`config.mk`:
```
export PLATFORM = sky130hd
export DESIGN_NAME = alu_rr_arbiter
export DESIGN_NICKNAME = d
export VERILOG_FILES = /design/src/rtl/alu_pkg.sv /design/src/rtl/alu_exec.sv /design/src/rtl/alu_rr_arbiter.sv
export SDC_FILE = /design/constraint.sdc
export NUM_CORES = 1
export LEC_CHECK = 0
export ABC_AREA = 1
export CAP_MARGIN = 20
export CORE_UTILIZATION = 35
export CTS_CLUSTER_SIZE = 10
export DETAILED_ROUTE_END_ITERATION = 8
export PLACE_DENSITY_LB_ADDON = 0.25
export SYNTH_ARGS = -nofsm -noshare
export SYNTH_HDL_FRONTEND = slang
export SYNTH_SLANG_ARGS = --single-unit
export TNS_END_PERCENT = 1
```
`constraint.sdc`:
```
create_clock -name clk -period 12.15 [get_ports clk]
set_input_delay 3.0375 -clock clk [delete_from_list [all_inputs] [get_ports clk]]
set_output_delay 3.0375 -clock clk [all_outputs]
set_load 0.03 [all_outputs]
```
`src/rtl/alu_pkg.sv`:
```
// Shared definitions for the round-robin shared-ALU block:
// opcodes, FSM state encoding and default widths.
package alu_pkg;

  localparam int WIDTH_DEF = 64;
  localparam int OPW_DEF   = 4;

  localparam logic [3:0] ALU_ADD = 4'b0010;
  localparam logic [3:0] ALU_SUB = 4'b0110;
  localparam logic [3:0] ALU_AND = 4'b0000;
  localparam logic [3:0] ALU_OR  = 4'b0001;

  typedef enum logic [1:0] {
    IDLE,
    EXEC,
    RESP
  } state_e;

endpackage

```
`src/rtl/alu_exec.sv`:
```
// Combinational ALU: add/sub/and/or with zero flag.
// Unknown opcodes return zero result with err set.
module alu_exec
  import alu_pkg::*;
#(
  parameter int WIDTH = WIDTH_DEF,
  parameter int OPW   = OPW_DEF
) (
  input  logic [WIDTH-1:0] a_i,
  input  logic [WIDTH-1:0] b_i,
  input  logic [OPW-1:0]   op_i,
  output logic [WIDTH-1:0] result_o,
  output logic             zero_o,
  output logic             err_o
);

  localparam logic [OPW-1:0] OP_ADD = OPW'(ALU_ADD);
  localparam logic [OPW-1:0] OP_SUB = OPW'(ALU_SUB);
  localparam logic [OPW-1:0] OP_AND = OPW'(ALU_AND);
  localparam logic [OPW-1:0] OP_OR  = OPW'(ALU_OR);

  always_comb begin
    result_o = '0;
    err_o    = 1'b0;
    unique case (op_i)
      OP_ADD:  result_o = a_i + b_i;
      OP_SUB:  result_o = a_i - b_i;
      OP_AND:  result_o = a_i & b_i;
      OP_OR:   result_o = a_i | b_i;
      default: err_o = 1'b1;
    endcase
  end

  assign zero_o = !err_o && (result_o == '0);

endmodule

```
`src/rtl/alu_rr_arbiter.sv`:
```
// Two-client round-robin front end for one shared ALU.
// One operation in flight: IDLE -> EXEC -> RESP.
module alu_rr_arbiter
  import alu_pkg::*;
#(
  parameter int WIDTH = WIDTH_DEF,
  parameter int OPW   = OPW_DEF
) (
  input  logic             clk,
  input  logic             rst,
  input  logic             req0_valid,
  output logic             req0_ready,
  input  logic [WIDTH-1:0] req0_a,
  input  logic [WIDTH-1:0] req0_b,
  input  logic [OPW-1:0]   req0_op,
  output logic             rsp0_valid,
  input  logic             rsp0_ready,
  output logic [WIDTH-1:0] rsp0_result,
  output logic             rsp0_zero,
  output logic             rsp0_err,
  input  logic             req1_valid,
  output logic             req1_ready,
  input  logic [WIDTH-1:0] req1_a,
  input  logic [WIDTH-1:0] req1_b,
  input  logic [OPW-1:0]   req1_op,
  output logic             rsp1_valid,
  input  logic             rsp1_ready,
  output logic [WIDTH-1:0] rsp1_result,
  output logic             rsp1_zero,
  output logic             rsp1_err
);

  state_e           state_q, state_d;
  logic             ptr_q, ptr_d;
  logic             id_q;
  logic [WIDTH-1:0] a_q, b_q, res_q;
  logic [OPW-1:0]   op_q;
  logic             zero_q, err_q;

  logic             gnt, acc, rsp_rdy;
  logic [WIDTH-1:0] alu_res;
  logic             alu_zero, alu_err;

  alu_exec #(
    .WIDTH(WIDTH),
    .OPW  (OPW)
  ) u_alu (
    .a_i     (a_q),
    .b_i     (b_q),
    .op_i    (op_q),
    .result_o(alu_res),
    .zero_o  (alu_zero),
    .err_o   (alu_err)
  );

  // Pointer only breaks ties; a lone valid requester always wins.
  assign gnt     = (req0_valid && req1_valid) ? ptr_q : req1_valid;
  assign rsp_rdy = id_q ? rsp1_ready : rsp0_ready;

  always_comb begin
    state_d    = state_q;
    ptr_d      = ptr_q;
    acc        = 1'b0;
    req0_ready = 1'b0;
    req1_ready = 1'b0;
    rsp0_valid = 1'b0;
    rsp1_valid = 1'b0;
    if (!rst) begin
      unique case (state_q)
        IDLE: begin
          if (req0_valid || req1_valid) begin
            acc        = 1'b1;
            req0_ready = !gnt;
            req1_ready = gnt;
            state_d    = EXEC;
          end
        end
        EXEC: state_d = RESP;
        RESP: begin
          rsp0_valid = !id_q;
          rsp1_valid = id_q;
          if (rsp_rdy) begin
            state_d = IDLE;
            ptr_d   = !id_q;
          end
        end
        default: state_d = IDLE;
      endcase
    end
  end

  always_ff @(posedge clk) begin
    if (rst) begin
      state_q <= IDLE;
      ptr_q   <= 1'b0;
    end else begin
      state_q <= state_d;
      ptr_q   <= ptr_d;
    end
  end

  always_ff @(posedge clk) begin
    if (rst) begin
      id_q   <= 1'b0;
      a_q    <= '0;
      b_q    <= '0;
      op_q   <= '0;
      res_q  <= '0;
      zero_q <= 1'b0;
      err_q  <= 1'b0;
    end else begin
      if (acc) begin
        id_q <= gnt;
        a_q  <= gnt ? req1_a : req0_a;
        b_q  <= gnt ? req1_b : req0_b;
        op_q <= gnt ? req1_op : req0_op;
      end
      if (state_q == EXEC) begin
        res_q  <= alu_res;
        zero_q <= alu_zero;
        err_q  <= alu_err;
      end
    end
  end

  assign rsp0_result = res_q;
  assign rsp0_zero   = zero_q;
  assign rsp0_err    = err_q;
  assign rsp1_result = res_q;
  assign rsp1_zero   = zero_q;
  assign rsp1_err    = err_q;

endmodule

```
==> qor.txt <==
routed via count: 19598
Clock Tree Root: clkbuf_16
1st-pass router iterations: 5
Tcrit/Tclk final: 73.19%
Reg-to-Reg Start: op_q[3]
GPL Wtd Cong: 0.9861
Hold Vio Cnt, Final: 0
largest family of logic cells by synthesized area: simple AND/OR/NAND/NOR gates
type of the most critical hold path: reg2reg
Synth cell types: 49
Die Wd: 223.0 um
Ports: 406
DRT iter0 DRCs: 1512
# diodes: 0
Synthesized Nets: 3312
H-Tree Depth: 1
largest net degree at the start of global routing: 96
asr flop ratio synth: 0%
Via density: 5.075
CP Class: in2out
Synth Flop Type: dfxtp_1
arrival time of the worst setup path: 5.86 ns
Core Footprint: 47950 sq um
setup violators final: 0
Max clock buf depth: 3
setup tns final: 0 ns
num rows: 80
worst clock skew: 0.01294 ns
Max transition margin: 32.06%
Cells after Synth: 2975
Die Span Y: 223.0 um
hold depth: 2
first-pass GRT wire length: 104300 um
mean post-synth cell area: 5.743 sq um
Crit. End Element: primary output
vias in the first global route: 17854
RSZ-0062 raised after global routing: false
crit path buf inv count: 6
Post-synth EDFFs: 0
leakage power: 10.21 nW
crit-path cells: buf_4 > clkinv_1 > buf_4 > nand2_1 > nor2_1 > clkinv_2 > nor2_4 > buf_4 > clkdlybuf4s50_1
max incr delay on CP: 0.76 ns
Starting Density: 35.64%
Reg2Reg Depth: 30
CP max-delay cell: clkdlybuf4s50_1
Critical R2R Capture: rsp0_zero
hold path endpoint: a_q[63]
area grow syn2layout: 27.37%
DRT antenna net count: 0
synthesis-stage register bit count: 202
clk_lat worst skew: 0.54 ns
cell repeated most along the worst path: buf_4
detailed-route DRC error count: 0
Synth Area in XOR/XNOR: 3.127%
initial antenna violation count: 0
crit path max fanout: 40
fin util: 45.39%
FMAX: 112.5 MHz
commonest non-fill, non-tap cell in the layout: nand2_1
Num CTS Buffers: 24
nets: 3581
hold_buf cts: 0
fin. max-slew vios: 0
worst IR drop on VDD: 0.08416 mV
Post-Syn Area: 17090 sq um
Compound-Gate Fraction of Synth Area: 15.72%
commonest cells after routing, fill and taps aside: nand2_1, clkdlybuf4s50_1, inv_1
GRT Total Usage: 27.06%
wire per inst: 17.88 um
Max Cap Viol: 0
CTS sink cnt: 202
clk slew on worst S/H paths: 0.05 ns
die area: 49710 sq um
reg2reg setup slack: 6.39 ns
I/O Buffers: 405
share of layout cells above drive strength 1: 2.279%
final HPWL from detailed placement: 56800 um
grt total ovfl: 0
critical path startpoint category: primary input
hold wc startpoint: a_q[63]
status: finished, final reports clean
delay-heaviest family, CP: buffers and inverters
required time worst endpoint: 9.11 ns
number of gates resized after CTS: 0
Routed WL: 69060 um
# Post-CTS Setup Buffers: 0
clock period minus final worst setup slack: 8.893 ns
Synth warnings: 0
actual slew at the worst max-slew pin: 1.019 ns
Synth Area in Simple Gates: 37.59%
PwrDens: 112.4 nW/um^2
sequential cell area fraction in the yosys report: 23.67%
Adder-Cell Fraction of Synth Area: 5.653%
Min Hold Slack: 0.5056 ns
CTS tree: built
mux cell area share after synthesis: 0%
## cells in the mapped netlist (2+ instances only)
cell	count	area [sq um]
nor4_1	17	106.4
and2_1	3	18.77
nand3b_1	21	157.7
nor3_1	19	95.09
o21bai_1	14	105.1
buf_4	66	495.5
buf_2	3	15.01
a21oi_2	5	43.79
a21oi_1	104	520.5
a21oi_4	2	32.53
ha_1	66	825.8
inv_2	5	18.77
nor2_1	250	938.4
inv_1	394	1479
nand3_1	142	710.7
nor3_2	2	20.02
o21a_1	2	15.01
buf_1	9	33.78
dfxtp_1	202	4044
nand2_1	1116	4189
nand4_1	16	100.1
o41ai_1	2	17.52
o21ai_0	139	695.7
xnor2_1	7	61.31
or2_2	3	18.77
nor2_2	2	12.51
clkbuf_1	99	371.6
a41oi_1	3	26.28
maj3_1	12	120.1
a31oi_1	144	900.9
xor2_1	54	473.0
nand2_2	3	18.77
o211ai_1	33	247.7
## flip-flops by register name (all words and copies together) (netlist names)
register	count
a_q	64
b_q	64
rsp0_result	64
op_q	4
state_q	2
id_q	1
ptr_q	1
rsp0_err	1
rsp0_zero	1
## layer usage
| layer | vias up | wire length (um) | global-route usage [%] | part of all wire (%) |
|---|---|---|---|---|
| li1 | 9946 | - | - | - |
| met1 | 8886 | 33600 | 40.14 | 49 |
| met2 | 697 | 28320 | 39.98 | 41 |
| met3 | 69 | 5520 | 4.675 | 8.0 |
| met4 | 0 | 1612 | 6.719 | 2.3 |
| met5 | - | 0 | 0 | 0 |
## stage by stage
step	area (sq um)	power (mW)	setup slack, ns	cells
global route	21760	2.588	3.071	3862
CTS	21760	2.450	3.242	3862
global placement	21120	1.805	3.250	3833
detailed placement	21120	1.808	3.251	3833
finish	21760	2.447	3.258	3862
floorplan	17090	1.438	4.798	2975
## cell families after synthesis
kind of cell / Yosys count
AO/OA/AOI/OAI: 457
adder cells (fa/ha/maj): 79
XOR/XNOR: 61
AND/OR/NAND/NOR: 1597
flip-flops: 202
buffers and inverters: 579
## layout make-up
type	instances	area (sq um)
Clock inverter	2	10.01
Timing Repair Buffer	422	4179
Clock buffer	27	633.1
Fill cell	5201	26180
Sequential cell	202	4044
Tap cell	615	769.5
Inverter	400	1503
Multi-Input combinational cell	2194	10620
## tightest hold or removal path: cells and delay by family, from the launching register on
family | cells | cell delay [ns]
compound gates | 1 | 0.07
flops | 1 | 0.32
simple gates | 1 | 0.07
## worst max-delay path by stage
stage,start,end,slack [ns],depth (start not counted)
4_1_cts,rst,req0_ready,3.24,9
3_3_place_gp,rst,req0_ready,3.25,9
3_5_place_dp,rst,req0_ready,3.25,9
5_1_grt,rst,req0_ready,3.07,9
2_1_floorplan,rst,req0_ready,4.80,7
6_report,rst,req0_ready,3.26,9
## power by group
part | internal, mW | leakage (nW) | total, mW | switching (mW)
combinational | 0.379 | 8.24 | 1.01 | 0.629
clock | 0.362 | 0.318 | 0.636 | 0.274
sequential | 0.722 | 1.65 | 0.803 | 0.0815
Power figures use the tool's default switching activity.
